## config.mk

```make
export PLATFORM = sky130hd
export DESIGN_NAME = config_sequencer
export DESIGN_NICKNAME = d
export VERILOG_FILES = /design/src/rtl/config_sequencer.sv
export SDC_FILE = /design/constraint.sdc
export NUM_CORES = 1
export LEC_CHECK = 0
export CAP_MARGIN = 20
export CELL_PAD_IN_SITES_DETAIL_PLACEMENT = 1
export CELL_PAD_IN_SITES_GLOBAL_PLACEMENT = 2
export CORE_ASPECT_RATIO = 0.6
export CORE_MARGIN = 4
export CORE_UTILIZATION = 43
export CTS_BUF_LIST = sky130_fd_sc_hd__clkbuf_8
export CTS_CLUSTER_DIAMETER = 100
export CTS_CLUSTER_SIZE = 40
export DETAILED_ROUTE_END_ITERATION = 6
export DONT_BUFFER_PORTS = 1
export PLACE_DENSITY = 0.86
export REMOVE_ABC_BUFFERS = 1
export SETUP_SLACK_MARGIN = 0.05
export SLEW_MARGIN = 20
export SYNTH_ARGS = -nofsm -noshare
export SYNTH_HDL_FRONTEND = slang
export SYNTH_SLANG_ARGS = --single-unit
```

## constraint.sdc

```tcl
create_clock -name clk -period 4.65 [get_ports clk]
set_input_delay 0.93 -clock clk [delete_from_list [all_inputs] [get_ports clk]]
set_output_delay 0.93 -clock clk [all_outputs]
set_load 0.02 [all_outputs]
```

## src/rtl/config_sequencer.sv

```systemverilog
// ---------------------------------------------------------------------------
// config_sequencer
//
// Streams a serial configuration bitstream from a host into three FPGA
// configuration chains in the fixed order CLB -> CB -> SB. Each chain has
// its own shift strobe and serial data output. A chain whose tile count is
// zero is skipped entirely.
//
// Optional feature (macro CFG_PARITY_EN): after each tile's last data bit
// one extra even-parity bit is accepted without strobing any chain. A
// mismatch sets a sticky error flag. The load still runs to completion.
// With the macro undefined there is no parity state and error is tied low.
//
// Ports
//   clk         rising-edge clock
//   reset       synchronous, active-low reset
//   start       one-cycle request to begin a load (honoured in IDLE/DONE)
//   cfg_bit     serial configuration bit from the host
//   cfg_valid   cfg_bit is valid this cycle
//   cfg_ready   sequencer accepts cfg_bit this cycle
//   prgm_b      0 while a load is in progress, 1 when idle or configured
//   CLB_prgm_b  CLB chain shift strobe;  bit_in_CLB  CLB chain serial data
//   cb_prgm_b   CB chain shift strobe;   bit_in_CB   CB chain serial data
//   sb_prgm_b   SB chain shift strobe;   bit_in_SB   SB chain serial data
//   done        full load completed
//   error       sticky parity error
// ---------------------------------------------------------------------------
module config_sequencer #(
    parameter int CLB_BITS  = 296,
    parameter int CLB_TILES = 1,
    parameter int CB_BITS   = 48,
    parameter int CB_TILES  = 4,
    parameter int SB_BITS   = 768,
    parameter int SB_TILES  = 4
) (
    input  logic clk,
    input  logic reset,
    input  logic start,
    input  logic cfg_bit,
    input  logic cfg_valid,
    output logic cfg_ready,
    output logic prgm_b,
    output logic CLB_prgm_b,
    output logic bit_in_CLB,
    output logic cb_prgm_b,
    output logic bit_in_CB,
    output logic sb_prgm_b,
    output logic bit_in_SB,
    output logic done,
    output logic error
);

    typedef enum logic [2:0] {
        IDLE     = 3'd0,
        LOAD_CLB = 3'd1,
        LOAD_CB  = 3'd2,
        LOAD_SB  = 3'd3,
`ifdef CFG_PARITY_EN
        PARITY   = 3'd4,
`endif
        DONE     = 3'd5
    } state_t;

    // Next load phase after 'cur' has finished (IDLE means "nothing loaded
    // yet"), skipping every phase that has no tiles.
    function automatic state_t next_phase(input state_t cur);
        state_t nxt;
        nxt = DONE;
        if (cur == IDLE && CLB_TILES != 0)
            nxt = LOAD_CLB;
        else if ((cur == IDLE || cur == LOAD_CLB) && CB_TILES != 0)
            nxt = LOAD_CB;
        else if (cur != LOAD_SB && SB_TILES != 0)
            nxt = LOAD_SB;
        return nxt;
    endfunction

    state_t      state_q, state_d;
    state_t      phase_q, phase_d;     // load phase to resume after PARITY
    logic [9:0]  bit_cnt_q, bit_cnt_d;
    logic [2:0]  tile_cnt_q, tile_cnt_d;
    logic        cfg_ready_q, cfg_ready_d;
    logic        prgm_b_q, prgm_b_d;
    logic        done_q, done_d;
    logic        clb_stb_q, clb_stb_d, clb_bit_q, clb_bit_d;
    logic        cb_stb_q, cb_stb_d, cb_bit_q, cb_bit_d;
    logic        sb_stb_q, sb_stb_d, sb_bit_q, sb_bit_d;
`ifdef CFG_PARITY_EN
    logic        parity_q, parity_d;   // running XOR of the current tile's data
    logic        error_q, error_d;
`endif

    logic        accept;
    logic        tile_end;
    logic [9:0]  last_bit;
    logic [2:0]  last_tile;

    assign accept = cfg_valid && cfg_ready_q;

    // NOTE: every signal gets a default first so no latch is inferred.
    always_comb begin
        state_d    = state_q;
        phase_d    = phase_q;
        bit_cnt_d  = bit_cnt_q;
        tile_cnt_d = tile_cnt_q;
        done_d     = done_q;
        clb_stb_d  = 1'b0;
        cb_stb_d   = 1'b0;
        sb_stb_d   = 1'b0;
        clb_bit_d  = clb_bit_q;
        cb_bit_d   = cb_bit_q;
        sb_bit_d   = sb_bit_q;
`ifdef CFG_PARITY_EN
        parity_d   = parity_q;
        error_d    = error_q;
`endif
        tile_end   = 1'b0;
        last_bit   = '0;
        last_tile  = '0;

        case (phase_q)
            LOAD_CLB: begin last_bit = 10'(CLB_BITS - 1); last_tile = 3'(CLB_TILES - 1); end
            LOAD_CB:  begin last_bit = 10'(CB_BITS - 1);  last_tile = 3'(CB_TILES - 1);  end
            LOAD_SB:  begin last_bit = 10'(SB_BITS - 1);  last_tile = 3'(SB_TILES - 1);  end
            default:  ;
        endcase

        case (state_q)
            IDLE, DONE: begin
                if (start) begin
                    state_d    = next_phase(IDLE);
                    phase_d    = state_d;
                    bit_cnt_d  = '0;
                    tile_cnt_d = '0;
                    done_d     = (state_d == DONE);
`ifdef CFG_PARITY_EN
                    parity_d   = 1'b0;
                    error_d    = 1'b0;
`endif
                end
            end
            LOAD_CLB, LOAD_CB, LOAD_SB: begin
                if (accept) begin
                    if (state_q == LOAD_CLB) begin
                        clb_stb_d = 1'b1;
                        clb_bit_d = cfg_bit;
                    end else if (state_q == LOAD_CB) begin
                        cb_stb_d  = 1'b1;
                        cb_bit_d  = cfg_bit;
                    end else begin
                        sb_stb_d  = 1'b1;
                        sb_bit_d  = cfg_bit;
                    end
`ifdef CFG_PARITY_EN
                    parity_d = parity_q ^ cfg_bit;
`endif
                    if (bit_cnt_q == last_bit) begin
                        bit_cnt_d = '0;
`ifdef CFG_PARITY_EN
                        state_d   = PARITY;
`else
                        tile_end  = 1'b1;
`endif
                    end else begin
                        bit_cnt_d = bit_cnt_q + 10'd1;
                    end
                end
            end
`ifdef CFG_PARITY_EN
            PARITY: begin
                // Host sends the even-parity bit: it must equal the XOR of
                // the tile's data bits.
                if (accept) begin
                    if (cfg_bit != parity_q)
                        error_d = 1'b1;
                    parity_d = 1'b0;
                    tile_end = 1'b1;
                end
            end
`endif
            default: state_d = IDLE;
        endcase

        // Tile boundary: move to the next tile, or to the next non-empty
        // phase once the last tile of this phase is complete.
        if (tile_end) begin
            if (tile_cnt_q == last_tile) begin
                state_d    = next_phase(phase_q);
                phase_d    = state_d;
                tile_cnt_d = '0;
                done_d     = (state_d == DONE);
            end else begin
                state_d    = phase_q;
                tile_cnt_d = tile_cnt_q + 3'd1;
            end
        end

        cfg_ready_d = (state_d == LOAD_CLB) || (state_d == LOAD_CB) ||
`ifdef CFG_PARITY_EN
                      (state_d == PARITY) ||
`endif
                      (state_d == LOAD_SB);
        prgm_b_d    = !cfg_ready_d;
    end

    // NOTE: non-blocking assignments for all state so every flop samples
    // the pre-edge values regardless of block ordering.
    always_ff @(posedge clk) begin
        if (!reset) begin
            state_q     <= IDLE;
            phase_q     <= IDLE;
            bit_cnt_q   <= '0;
            tile_cnt_q  <= '0;
            cfg_ready_q <= 1'b0;
            prgm_b_q    <= 1'b1;
            done_q      <= 1'b0;
            clb_stb_q   <= 1'b0;
            clb_bit_q   <= 1'b0;
            cb_stb_q    <= 1'b0;
            cb_bit_q    <= 1'b0;
            sb_stb_q    <= 1'b0;
            sb_bit_q    <= 1'b0;
`ifdef CFG_PARITY_EN
            parity_q    <= 1'b0;
            error_q     <= 1'b0;
`endif
        end else begin
            state_q     <= state_d;
            phase_q     <= phase_d;
            bit_cnt_q   <= bit_cnt_d;
            tile_cnt_q  <= tile_cnt_d;
            cfg_ready_q <= cfg_ready_d;
            prgm_b_q    <= prgm_b_d;
            done_q      <= done_d;
            clb_stb_q   <= clb_stb_d;
            clb_bit_q   <= clb_bit_d;
            cb_stb_q    <= cb_stb_d;
            cb_bit_q    <= cb_bit_d;
            sb_stb_q    <= sb_stb_d;
            sb_bit_q    <= sb_bit_d;
`ifdef CFG_PARITY_EN
            parity_q    <= parity_d;
            error_q     <= error_d;
`endif
        end
    end

    assign cfg_ready  = cfg_ready_q;
    assign prgm_b     = prgm_b_q;
    assign done       = done_q;
    assign CLB_prgm_b = clb_stb_q;
    assign bit_in_CLB = clb_bit_q;
    assign cb_prgm_b  = cb_stb_q;
    assign bit_in_CB  = cb_bit_q;
    assign sb_prgm_b  = sb_stb_q;
    assign bit_in_SB  = sb_bit_q;
`ifdef CFG_PARITY_EN
    assign error      = error_q;
`else
    assign error      = 1'b0;
`endif

endmodule

```

==> results of run 1 <==
[per-layer routing]
layer / part of all wire, % / vias to the layer above
met5: 0 / -
met4: 1.3 / 0
met3: 5.9 / 6
met2: 42 / 38
met1: 51 / 645
li1: - / 637
[area by class of cell]
cell class,count,area share [%]
clock buffer,4,3.45
inverter,3,0.705
multi-input combinational,139,57.2
sequential,28,35.1
tap,45,3.53
[Yosys cell counts (all sizes together) (3+ instances only)]
library cell / n / area (um^2)
dfxtp: 28 / 561
nor2: 23 / 86.3
nand2: 11 / 43.8
o21ai: 10 / 50.1
nand4: 9 / 56.3
clkbuf: 8 / 30.0
a21oi: 7 / 35.0
nor3: 7 / 40.0
xnor2: 7 / 61.3
nand3: 6 / 30.0
xor2: 6 / 52.6
buf: 5 / 40.0
mux2i: 5 / 62.6
nand3b: 4 / 30.0
o211ai: 4 / 30.0
and3: 3 / 18.8
inv: 3 / 11.3
o2bb2ai: 3 / 26.3
or2: 3 / 21.3
[power by group]
part | internal, mW | switching [mW] | leakage [nW] | total, mW
logic | 0.0191 | 0.0358 | 0.311 | 0.0549
clock network | 0.0762 | 0.0804 | 0.0288 | 0.157
registers | 0.245 | 0.0108 | 0.227 | 0.255
total | 0.340 | 0.127 | 0.567 | 0.467
[sequential cells by signal, summed over array words and instances, names as in the netlist]
register and count:
prgm_b 1, state_q 3, done 1, phase_q 3, cfg_ready 1, bit_in_CLB 1
bit_in_SB 1, cb_prgm_b 1, sb_prgm_b 1, tile_cnt_q 3, bit_in_CB 1, CLB_prgm_b 1
bit_cnt_q 10
[cell usage in the layout (no fill, tap or decap), drive strengths merged, types with 3 or more instances in the layout]
cell type / instances
nand3b: 4
mux2i: 5
o211ai: 4
xnor2: 7
xor2: 6
nand4: 9
inv: 3
nor3: 7
and3: 3
or2: 3
o21ai: 10
o2bb2ai: 3
nand3: 6
nand2: 11
dfxtp: 28
nor2: 23
clkbuf: 4
a21oi: 7
[stage by stage]
| stage | hold slack [ps] | std cells |
|---|---|---|
| finish | 516 | 219 |
| floorplan | 475 | 170 |
| global route | 563 | 219 |
| detailed placement | 503 | 215 |
| global placement | 486 | 215 |
| CTS | 515 | 219 |
[final timing paths]
| check | startpoint | endpoint | slack (ps) |
|---|---|---|---|
| max | bit_cnt_q[4]$_SDFFE_PN0P_ | tile_cnt_q[0]$_SDFFE_PN0P_ | 2130 |
| min | bit_cnt_q[1]$_SDFFE_PN0P_ | bit_cnt_q[1]$_SDFFE_PN0P_ | 520 |
| max reg2reg | bit_cnt_q[4]$_SDFFE_PN0P_ | tile_cnt_q[0]$_SDFFE_PN0P_ | 2130 |
| min reg2reg | bit_cnt_q[1]$_SDFFE_PN0P_ | bit_cnt_q[1]$_SDFFE_PN0P_ | 520 |
[cell families (layout without fill, tap and decap cells)]
kind of cell	after synthesis	after routing	synth area share (%)
adders and majority gates	2	2	1.61
muxes	6	6	4.75
other	1	1	0.241
and+or+nand+nor	84	84	30.3
DFF	28	28	36.0
buffers and inverters	16	7	5.23
AOI/OAI and AO/OA	33	33	14.5
xor gates and xnor gates	13	13	7.32
[critical path, delay by kind of cell, from the launching register on]
| family | cells | cell delay (ps) |
|---|---|---|
| AO/OA/AOI/OAI | 1 | 810 |
| flip-flops | 1 | 360 |
| multiplexers | 2 | 370 |
| AND/OR/NAND/NOR | 2 | 830 |
==> results.yml, run 1 <==
sta:
  finalCriticalPeriod_ps: 2520
  final_min_period_over_clock_period_pct: 54.2
  maxClockFrequency_mhz: 397
  grt_setup_unrepaired: "false"
  tightestPinTransition_ps: 859
  slew_headroom_pct: 42.5
  final_critical_path_setup_slack_ps: 2130
  fin_worst_skew_ps: 4.03
  report.final.setup_viol: 0
  final-max-slew-violation-count: 0
  tns_ps: 0
  hold_violations: 0
clock_tree:
  clock_tree_from_tritoncts: "yes"
  cts_repair_resize_count: 0
  cts_inserted_buffers: 3
  cts_root_cell: "clkbuf_8"
  cts-root-to-sink-buffers: 2
  cts.repair_timing.setup_buffer_count: 0
  hold_buffer_count_at_cts: 0
  clock_latency_ps: 290
  cts.clk_slew.worst_paths_ps: 100
  cts-htree-levels: 1
  cts.sink_count: 28
finish:
  regArea_um2: 561
  postLayoutCoreUtil_pct: 47.5
  drive_gt1_share_pct: 8.05
  areaGrowthSynthToFinish_pct: 2.65
  postLayoutCellArea_mm2: 0.00160
  multi_input_comb_area_um2: 913
  diodes: 0
  final_nets: 182
  fillCellCount: 398
grt:
  grtUsageMet3_pct: 4.96
  first_global_vias: 1302
  grt_start_max_net_pins: 16
  groute.usage.overall_pct: 19.1
  globalRouteMet1Util_pct: 25.5
  gr-max-usage-layer: "met2"
  grt_first_pass_wirelength_um: 6690
  grtUsageMet2_pct: 30.5
  overflow: 0
  grt_antenna_before_repair: 0
critical_path:
  data_required_time_at_the_worst_endpoint_ps: 4790
  timing.setup.critical_path_class: "reg -> reg"
  crit_path_max_fanout: 11
  critical_path.most_common_cell: "mux2i_1"
  critical_path.startpoint_type: "register"
  endpoint_kind: "register"
  timing.critical_path.cells: "or4_1 -> mux2i_1 -> nand3_1 -> o211ai_1 -> mux2i_1"
  crit_path_top_delay_cell: "o211ai_1"
  r2r.worst_path.cells: 5
  crit_path_max_incr_delay_ps: 810
  arrival_ps: 2660
die:
  design.die.area_mm2: 0.00467
  chipWidth_um: 85.6
  io_pins: 15
  row_count: 16
  initial_utilization_pct: 46.2
  core-area_mm2: 0.00336
  die_y_um: 54.6
drt:
  route.vias.total: 1326
  finalWirelength_um: 4040
  drt-vias-per-instance: 6.05
  route.detailed.wl_per_inst_um: 18.4
  drc_errors: 0
  drt.antenna.violating_nets: 0
  drt_pre_antenna_iters: 4
  detailedRoute.firstIterationViolations: 100
power:
  total_power_uw: 467
  powerDensity_mw_per_mm2: 292
  cellLeakagePower_nw: 0.567
  power.ir.vdd_worst_mv: 0.164
run:
  maxCapViolations: 0
logic_synthesis:
  netlist-cell-type-count: 48
  postSynthRegisterBits: 28
  synth_sequential_area_ratio_pct: 36.0
  synth.cell_area_mm2: 0.00156
  syn_area_per_cell_um2: 8.50
  synth-warning-count: 0
  synthesis.instances: 183
  postSynth.asyncResetShare_pct: 0
  synth-main-ff-cell: "dfxtp_1"
  synth_enable_flop_cells: 0
run_status:
  status: "completed"
placed_design:
  final_weighted_congestion_in_routability_driven_placement: 0.831
  post_placement_setup_slack_ps: 1900
  place_area_mm2: 0.00154
  dpl.hpwl_um: 3050
  port_buffers: 0
min_path:
  worst_hold_path.num_cells: 2
  hold_path_class: "reg -> reg"
Note: power is estimated with default switching activity, not from simulation.
==> run 2: changes to the inputs <==
--- a/config.mk
+++ b/config.mk
@@ -10,13 +10,13 @@
 export CELL_PAD_IN_SITES_GLOBAL_PLACEMENT = 2
 export CORE_ASPECT_RATIO = 0.6
 export CORE_MARGIN = 4
-export CORE_UTILIZATION = 43
+export CORE_UTILIZATION = 39
 export CTS_BUF_LIST = sky130_fd_sc_hd__clkbuf_8
 export CTS_CLUSTER_DIAMETER = 100
 export CTS_CLUSTER_SIZE = 40
 export DETAILED_ROUTE_END_ITERATION = 6
 export DONT_BUFFER_PORTS = 1
-export PLACE_DENSITY = 0.86
+export PLACE_DENSITY = 0.79
 export REMOVE_ABC_BUFFERS = 1
 export SETUP_SLACK_MARGIN = 0.05
 export SLEW_MARGIN = 20
==> constraint.sdc (replaced) <==
create_clock -name clk -period 2.57 [get_ports clk]
set_input_delay 0.514 -clock clk [delete_from_list [all_inputs] [get_ports clk]]
set_output_delay 0.514 -clock clk [all_outputs]
set_load 0.02 [all_outputs]
==> run 2 against run 1 <==
Net effect: utilization decreased by 3.9 points; power rose by 96%; combinational power up 91%; design area grew 2.1%; global-route usage decreased by 2.1 points; wire length down 2.6%; highest routed layer unchanged; clock skew increased by 3.1 ps; register-to-register slack got worse by 1800 ps; sequential power grew 80%; via count fell by 0.15%; maximum frequency grew 13%; clock power increased by 120%.
==> results.yml, run 2 (synthesized netlist as in run 1, its figures left out) <==
clock_tree:
  cts.repair_timing.setup_buffer_count: 0
  clock_tree_from_tritoncts: "yes"
  cts-root-to-sink-buffers: 2
  cts_inserted_buffers: 3
  cts_root_cell: "clkbuf_8"
  cts.sink_count: 28
  clock_latency_ps: 280
  cts_repair_resize_count: 0
  cts-htree-levels: 1
  hold_buffer_count_at_cts: 0
  cts.clk_slew.worst_paths_ps: 100
critical_path:
  timing.critical_path.cells: "or4_1 -> mux2i_1 -> nand3_1 -> nor3_2 -> mux2_2"
  data_required_time_at_the_worst_endpoint_ps: 2740
  crit_path_max_fanout: 11
  endpoint_kind: "register"
  critical_path.top_delay_family: "simple AND/OR/NAND/NOR gates"
  crit_path_max_incr_delay_ps: 520
  worst-path-buf-inv: 0
  critical_path.startpoint_type: "register"
  crit_path_top_delay_cell: "or4_1"
  arrival_ps: 2400
  timing.setup.critical_path_class: "reg -> reg"
drt:
  route.detailed.wl_per_inst_um: 17.7
  drt_pre_antenna_iters: 4
  drt.antenna.violating_nets: 0
  drt-vias-per-instance: 5.94
  route.vias.total: 1324
  finalWirelength_um: 3940
  drc_errors: 0
  detailedRoute.firstIterationViolations: 73
sta:
  tns_ps: 0
  slew_headroom_pct: 66.1
  tightestPinTransition_ps: 507
  final_min_period_over_clock_period_pct: 86.6
  final-max-slew-violation-count: 0
  maxClockFrequency_mhz: 449
  fin_worst_skew_ps: 7.16
  finalCriticalPeriod_ps: 2230
  report.final.setup_viol: 0
  grt_setup_unrepaired: "false"
  hold_violations: 0
finish:
  fillCellCount: 462
  final_cell_mix: "dfxtp_1 (28), nor2_1 (23), nand2_1 (10), o21ai_0 (10), nand4_1 (9)"
  layout.cells.most_common: "dfxtp_1"
  drive_gt1_share_pct: 9.09
  largest_register_by_flop_count: "bit_cnt_q"
  areaGrowthSynthToFinish_pct: 4.83
  diodes: 0
  final_nets: 184
  largest_register_ffs: 10
placed_design:
  dpl.hpwl_um: 2970
  final_weighted_congestion_in_routability_driven_placement: 0.786
  port_buffers: 0
grt:
  grt_start_max_net_pins: 17
  overflow: 0
  grt_antenna_before_repair: 0
  grt_first_pass_wirelength_um: 6750
  first_global_vias: 1275
  groute.usage.overall_pct: 17.0
power:
  total_power_uw: 916
  powerDensity_mw_per_mm2: 562
  cellLeakagePower_nw: 0.584
  power.ir.vdd_worst_mv: 0.314
die:
  row_count: 17
  initial_utilization_pct: 41.5
  io_pins: 15
  core-area_mm2: 0.00374
  die_y_um: 56.9
  chipWidth_um: 89.5
  design.die.area_mm2: 0.00510
run_status:
  status: "completed"
min_path:
  hold_path_class: "in -> reg"
run:
  maxCapViolations: 0
-- run 2: changes by cell type in the layout (fill, tap and decap cells not counted), sizes merged --
cell    change
clkbuf      -1
buf         +2
bufinv      +1
-- run 2: layer usage --
layer / wire length (um) / up-vias / track usage (%)
met4: 38 / 0 / 3.82
li1: - / 645 / -
met5: 0 / - / 0
met3: 192 / 5 / 3.96
met2: 1670 / 22 / 23.2
met1: 2040 / 652 / 26.6
-- run 2: where the power goes --
part           switching, mW  total [mW]  internal, mW
clock                  0.143       0.352         0.209
combinational         0.0671       0.105        0.0376
sequential            0.0170       0.460         0.443
-- run 2: area by class of cell --
class                      count  area [um^2]  share of cell area [%]
tap                           47         58.8                    3.61
clock inverter                 1         30.0                    1.84
sequential                    28          561                    34.4
multi-input combinational    139          913                    56.0
timing repair buffer           2         15.0                   0.921
clock buffer                   3         41.3                    2.53
inverter                       3         11.3                   0.691
-- run 2: path summary, 6_finish.rpt --
path | cells after the start | endpoint | slack (ps) | startpoint
max | 5 | phase_q[0]$_SDFF_PN0_ | 340 | bit_cnt_q[4]$_SDFFE_PN0P_
min | 1 | prgm_b$_SDFF_PN1_ | 330 | reset
max reg2reg | 5 | phase_q[0]$_SDFF_PN0_ | 340 | bit_cnt_q[4]$_SDFFE_PN0P_
min reg2reg | 2 | bit_cnt_q[1]$_SDFFE_PN0P_ | 550 | bit_cnt_q[1]$_SDFFE_PN0P_
-- run 2: metrics by stage --
stage	area, um^2	hold slack, ps	instances	worst slack [ps]	util, %
floorplan	1490	475	170	512	-
global placement	1560	497	219	452	41.6
detailed placement	1560	528	219	385	41.6
CTS	1630	325	223	353	43.5
global route	1630	325	223	132	43.5
finish	1630	328	223	344	43.5
